==> src/rtl/pipe_drain_pkg.sv <==
// Shared types and helpers for the pipeline drain controller.
// Holds the default result width and the modulo pointer helper.
package pipe_drain_pkg;

    localparam int DATA_W_DEF = 16;

    typedef logic [DATA_W_DEF-1:0] result_t;

    function automatic int unsigned ptr_inc(
        input int unsigned ptr,
        input int unsigned depth
    );
        return (ptr + 32'd1 >= depth) ? 32'd0 : ptr + 32'd1;
    endfunction

endpackage

==> src/rtl/pipe_drain_ctrl_fifo.sv <==
// Small result FIFO with occupancy count for the drain controller.
// Head word is presented combinationally from storage.
module drain_fifo
    import pipe_drain_pkg::*;
#(
    parameter int DEPTH = 4,
    parameter int W     = DATA_W_DEF,
    localparam int PW   = $clog2(DEPTH),
    localparam int CW   = $clog2(DEPTH + 1)
) (
    input  logic          clk,
    input  logic          rst_n,
    input  logic          push,
    input  logic          pop,
    input  logic [W-1:0]  wdata,
    output logic [W-1:0]  rdata,
    output logic [CW-1:0] count,
    output logic          empty
);

    logic [W-1:0]  mem_q [DEPTH];
    logic [W-1:0]  mem_d [DEPTH];
    logic [PW-1:0] wr_ptr_q, wr_ptr_d;
    logic [PW-1:0] rd_ptr_q, rd_ptr_d;
    logic [CW-1:0] count_q, count_d;
    logic          do_push, do_pop;

    assign empty = (count_q == '0);
    assign count = count_q;
    assign rdata = mem_q[rd_ptr_q];

    always_comb begin
        mem_d    = mem_q;
        wr_ptr_d = wr_ptr_q;
        rd_ptr_d = rd_ptr_q;
        count_d  = count_q;
        do_push  = push && (count_q != CW'(DEPTH));
        do_pop   = pop && !empty;
        if (do_push) begin
            mem_d[wr_ptr_q] = wdata;
            wr_ptr_d = PW'(ptr_inc(32'(wr_ptr_q), DEPTH));
        end
        if (do_pop) begin
            rd_ptr_d = PW'(ptr_inc(32'(rd_ptr_q), DEPTH));
        end
        unique case ({do_push, do_pop})
            2'b10:   count_d = count_q + CW'(1);
            2'b01:   count_d = count_q - CW'(1);
            default: count_d = count_q;
        endcase
    end

    always_ff @(posedge clk or negedge rst_n) begin
        if (!rst_n) begin
            for (int i = 0; i < DEPTH; i++) begin
                mem_q[i] <= '0;
            end
            wr_ptr_q <= '0;
            rd_ptr_q <= '0;
            count_q  <= '0;
        end else begin
            mem_q    <= mem_d;
            wr_ptr_q <= wr_ptr_d;
            rd_ptr_q <= rd_ptr_d;
            count_q  <= count_d;
        end
    end

endmodule

==> src/rtl/pipe_drain_ctrl.sv <==
// Consumer-side controller for the two-stage stalled pipeline:
// valid shadow, stall generation, result capture and drain.
module pipe_drain_ctrl
    import pipe_drain_pkg::*;
#(
    parameter int DATA_W = DATA_W_DEF,
    parameter int DEPTH  = 4,
    parameter int CNT_W  = 32
) (
    input  logic              clk,
    input  logic              rst_n,
    input  logic              in_valid,
    output logic              in_ready,
    output logic              stall,
    input  logic [DATA_W-1:0] d1,
    input  logic [DATA_W-1:0] d2,
    output logic              out_valid,
    input  logic              out_ready,
    output logic [DATA_W-1:0] out_data,
    output logic              mismatch,
    output logic [CNT_W-1:0]  captured
);

    localparam int CW = $clog2(DEPTH + 1);

    logic             v1_q, v1_d;
    logic             v2_q, v2_d;
    logic             mismatch_q, mismatch_d;
    logic [CNT_W-1:0] captured_q, captured_d;
    logic [CW-1:0]    count;
    logic             empty;
    logic             push, pop;

    // Stall only looks at fullness and v2, never at out_ready.
    assign stall     = v2_q && (count == CW'(DEPTH));
    assign in_ready  = !stall;
    assign push      = v2_q && !stall;
    assign out_valid = !empty;
    assign pop       = out_valid && out_ready;
    assign mismatch  = mismatch_q;
    assign captured  = captured_q;

    drain_fifo #(
        .DEPTH (DEPTH),
        .W     (DATA_W)
    ) u_fifo (
        .clk   (clk),
        .rst_n (rst_n),
        .push  (push),
        .pop   (pop),
        .wdata (d1),
        .rdata (out_data),
        .count (count),
        .empty (empty)
    );

    always_comb begin
        v1_d       = v1_q;
        v2_d       = v2_q;
        mismatch_d = mismatch_q;
        captured_d = captured_q;
        if (!stall) begin
            v1_d = in_valid;
            v2_d = v1_q;
        end
        if (push) begin
            captured_d = captured_q + CNT_W'(1);
            if (d1 != d2) begin
                mismatch_d = 1'b1;
            end
        end
    end

    always_ff @(posedge clk or negedge rst_n) begin
        if (!rst_n) begin
            v1_q       <= 1'b0;
            v2_q       <= 1'b0;
            mismatch_q <= 1'b0;
            captured_q <= '0;
        end else begin
            v1_q       <= v1_d;
            v2_q       <= v2_d;
            mismatch_q <= mismatch_d;
            captured_q <= captured_d;
        end
    end

`ifdef FORMAL
    logic all_match_q;

    always_ff @(posedge clk or negedge rst_n) begin
        if (!rst_n) begin
            all_match_q <= 1'b1;
        end else if (push && (d1 != d2)) begin
            all_match_q <= 1'b0;
        end
    end

    always_comb begin
        if (rst_n) begin
            a_count: assert (count <= CW'(DEPTH));
            a_nopush: assert (!(push && (count == CW'(DEPTH))));
            a_valid: assert (out_valid == (count != '0));
            a_stall: assert (!stall || v2_q);
            a_mism: assert (!all_match_q || !mismatch_q);
        end
    end
`endif

endmodule
==> config.mk <==
export PLATFORM = sky130hd
export DESIGN_NAME = pipe_drain_ctrl
export DESIGN_NICKNAME = d
export VERILOG_FILES = /design/src/rtl/pipe_drain_pkg.sv /design/src/rtl/pipe_drain_ctrl_fifo.sv /design/src/rtl/pipe_drain_ctrl.sv
export SDC_FILE = /design/constraint.sdc
export NUM_CORES = 1
export LEC_CHECK = 0
export ABC_AREA = 1
export CAP_MARGIN = 30
export CORE_ASPECT_RATIO = 0.7
export CORE_MARGIN = 1
export CORE_UTILIZATION = 50
export CTS_CLUSTER_DIAMETER = 150
export DETAILED_ROUTE_END_ITERATION = 16
export PLACE_DENSITY = 0.74
export SYNTH_ARGS = -nofsm -noshare
export SYNTH_HDL_FRONTEND = slang
export SYNTH_HIERARCHICAL = 1
export SYNTH_SLANG_ARGS = --single-unit
==> constraint.sdc <==
create_clock -name clk -period 6.3 [get_ports clk]
set_input_delay 0.945 -clock clk [delete_from_list [all_inputs] [get_ports clk]]
set_output_delay 0.945 -clock clk [all_outputs]
set_load 0.02 [all_outputs]
==> impl_metrics.toml <==
[worst_setup_path]
path_max_fanout = 47
critPathKind = "reg -> out"
slowest_delay_ns = 0.74
crit_path_end_kind = "output pin"
path_buf_inv = 2
arrival_ns = 2.48
worst_path_max_delay_cell = "dfrtp_1"
ff2ff_setup_slack_ns = 3.85
cp.required_ns = 5.35
crit_chain = "buf_4 > o211ai_1 > nand2_1 > clkdlybuf4s50_1"
start_kind = "flop"
cp_top_family = "buffers and inverters"

[run_status]
status = "finished, final reports clean"

[yosys]
syn_avg_cell_area_um2 = 7.489
synth-seq-cells = 106
yosysWarnings = 6
synthFlopType = "dfrtp_1"
synth_compound_area_share_pct = 5.424
synth_xor_area_share_pct = 3.034
muxShareOfSynthArea_pct = 0
synthAdderAreaFrac_pct = 1.787
synth_area_leaders = "dfrtp_1 (44%), nand2_1 (18%), nand4_1 (7.8%)"
synth_top_area_share_pct = 44.06
yosys.area_share.simple_pct = 35.74
yosys.area.top_type = "dfrtp_1"
synth_nets = 848
synthCells = 804
yosysUniqueCellTypes = 33
synth_edf_count = 0
synth_top_family_by_area = "simple AND/OR/NAND/NOR gates"
async_flop_share_pct = 100.0
seq_area_frac_synth_pct = 44.06
syn_area_mm2 = 0.006021

[grt]
busiest_layer = "met2"
grt_max_degree = 77
grt_use_met3_pct = 4.854
grt_overflow = 0
grt_pass1_vias = 5142
use_met1_pct = 38.71
grt_pass1_wl_um = 25950
grt_antenna_before_repair = 0
use_met2_pct = 40.14
grtUsageTotal_pct = 26.49

[place]
dp_worst_setup_slack_ns = 3.274
dp_hpwl_um = 10840
gp_congestion = 0.8848
placedInstanceArea_mm2 = 0.006903
port_buffers = 87

[drt]
drc = 0
via_per_inst = 5.366
drt_wl_total_um = 15770
drtIter0Drc = 454
first_pass_iters = 5
antenna_left = 0
wl_per_cell_um = 15.31
vias = 5527

[timing]
final_min_period_over_clock_period_pct = 54.39
setup_viol = 0
max_freq_ghz = 0.2918
drv_slew = 0
slew_headroom_pct = 41.89
period_needed_ns = 3.427
hold_viol_final = 0
setup-tns-final_ns = 0
tightest_slew_ns = 0.8716
setup_ws_ns = 2.873
clock_skew_ns = 0.006074
rsz0062_at_grt = "false"

[power]
vdd_ir_drop_max_uv = 191.6
total_power_w = 0.003219
cellLeakagePower_nw = 3.598
p_per_area_mw_per_mm2 = 446.7

[cts]
cts_buffer_depth = 2
holdBufCountCts = 0
ctsResizeCount = 0
h-tree-depth = 3
clk_pin_slew_worst_paths_ns = 0.08
cts_inserted_buffers = 9
post_cts_buffers = 0
clk_latency_ns = 0.34
clockRootBuffer = "clkbuf_16"
clock-sinks = 106
tritoncts = "built"

[cells_and_area]
syn2layout_area_growth_pct = 19.68
drive_above_1_share_pct = 6.415
antenna_cells = 0
final_cell_mix = "nand2_1 (291), dfrtp_1 (106), inv_1 (101), clkdlybuf4s50_1 (86), nand4_1 (75)"
mostFrequentLayoutCell = "nand2_1"
finalNetCount = 912
stdcell_area_mm2 = 0.007206

[floorplan]
start_util_pct = 51.34
ioPinCount = 88
core_area_mm2 = 0.01173
chipHeight_um = 93.81
die_w_um = 133.2
rows = 33
die-area_mm2 = 0.01249

[job]
drv_cap = 0

[hold_path]
min_path_type = "reg -> reg"
## path summary, 6_finish.rpt
path                            cells past startpoint                            from                           end
worst max-delay path                                4  u_fifo/rd_ptr_q[0]$_DFFE_PN0P_                  out_data[11]
worst min-delay path                                2                v1_q$_DFFE_PN0N_              v2_q$_DFFE_PN0N_
worst max register to register                     10     u_fifo/count[1]$_DFFE_PN0P_   u_fifo/count[2]$_DFFE_PN0P_
worst min register to register                      2                v1_q$_DFFE_PN0N_              v2_q$_DFFE_PN0N_
max in group asynchronous                           2                           rst_n  u_fifo/mem_q[54]$_DFFE_PN0P_
min in group asynchronous                           1                           rst_n      captured[30]$_DFFE_PN0P_
## kinds of logic after synthesis
logic type | count (synthesis)
compound gates | 55
xor+xnor | 20
fa+ha+maj | 8
buf+inv | 141
flops | 106
simple gates | 474
## per-stage QoR
stage | hold slack (ns) | util [%] | std cells
after detailed placement | 0.4380 | 58.87 | 1014
after floorplan | 0.4198 | - | 804
after global routing | 0.4881 | 61.45 | 1030
after global placement | 0.4363 | 58.87 | 1014
final | 0.4506 | 61.45 | 1030
after CTS | 0.4571 | 61.45 | 1030
## Yosys cell counts (11+ instances only)
cell type,instances
nand2_1,291
dfrtp_1,106
inv_1,101
nand4_1,75
nor2_1,50
buf_2,20
nand3_1,20
a21oi_1,16
o211ai_1,16
o21ai_0,14
nor2_2,12
xnor2_1,11
## worst min-delay path: stages, from the launching register on
cell and delay [ns]:
dfrtp_1 0.32, inv_1 0.04, nand2_1 0.05
## layout make-up
type                       count  area (um^2)
sequential                   106         2653
inverter                     103        386.6
multi-input combinational    557         2769
fill                        1037         4521
clock buffer                   9        225.2
tap                          157        196.4
clock inverter                 7        77.57
timing repair buffer          91        898.4
## power breakdown
part | switching [W] | internal [W] | total [W]
logic | 0.000963 | 0.000558 | 0.00152
clock network | 0.000255 | 0.000311 | 0.000566
registers | 0.000196 | 0.000935 | 0.00113
total | 0.00141 | 0.00180 | 0.00322
## state kept, by name, summed over array words and instances, names as in the netlist
register         count
u_fifo/mem_q        64
captured            32
u_fifo/count         3
u_fifo/rd_ptr_q      2
u_fifo/wr_ptr_q      2
mismatch             1
v1_q                 1
v2_q                 1
## routing by layer
| layer | wire [um] | share of wire (%) | vias to the layer above |
|---|---|---|---|
| li1 | - | - | 2681 |
| met1 | 7546 | 48 | 2622 |
| met2 | 6983 | 44 | 196 |
| met3 | 971 | 6.2 | 28 |
| met4 | 269 | 1.7 | 0 |
| met5 | 0 | 0 | - |
No activity file was read; power rests on OpenSTA's default activity.
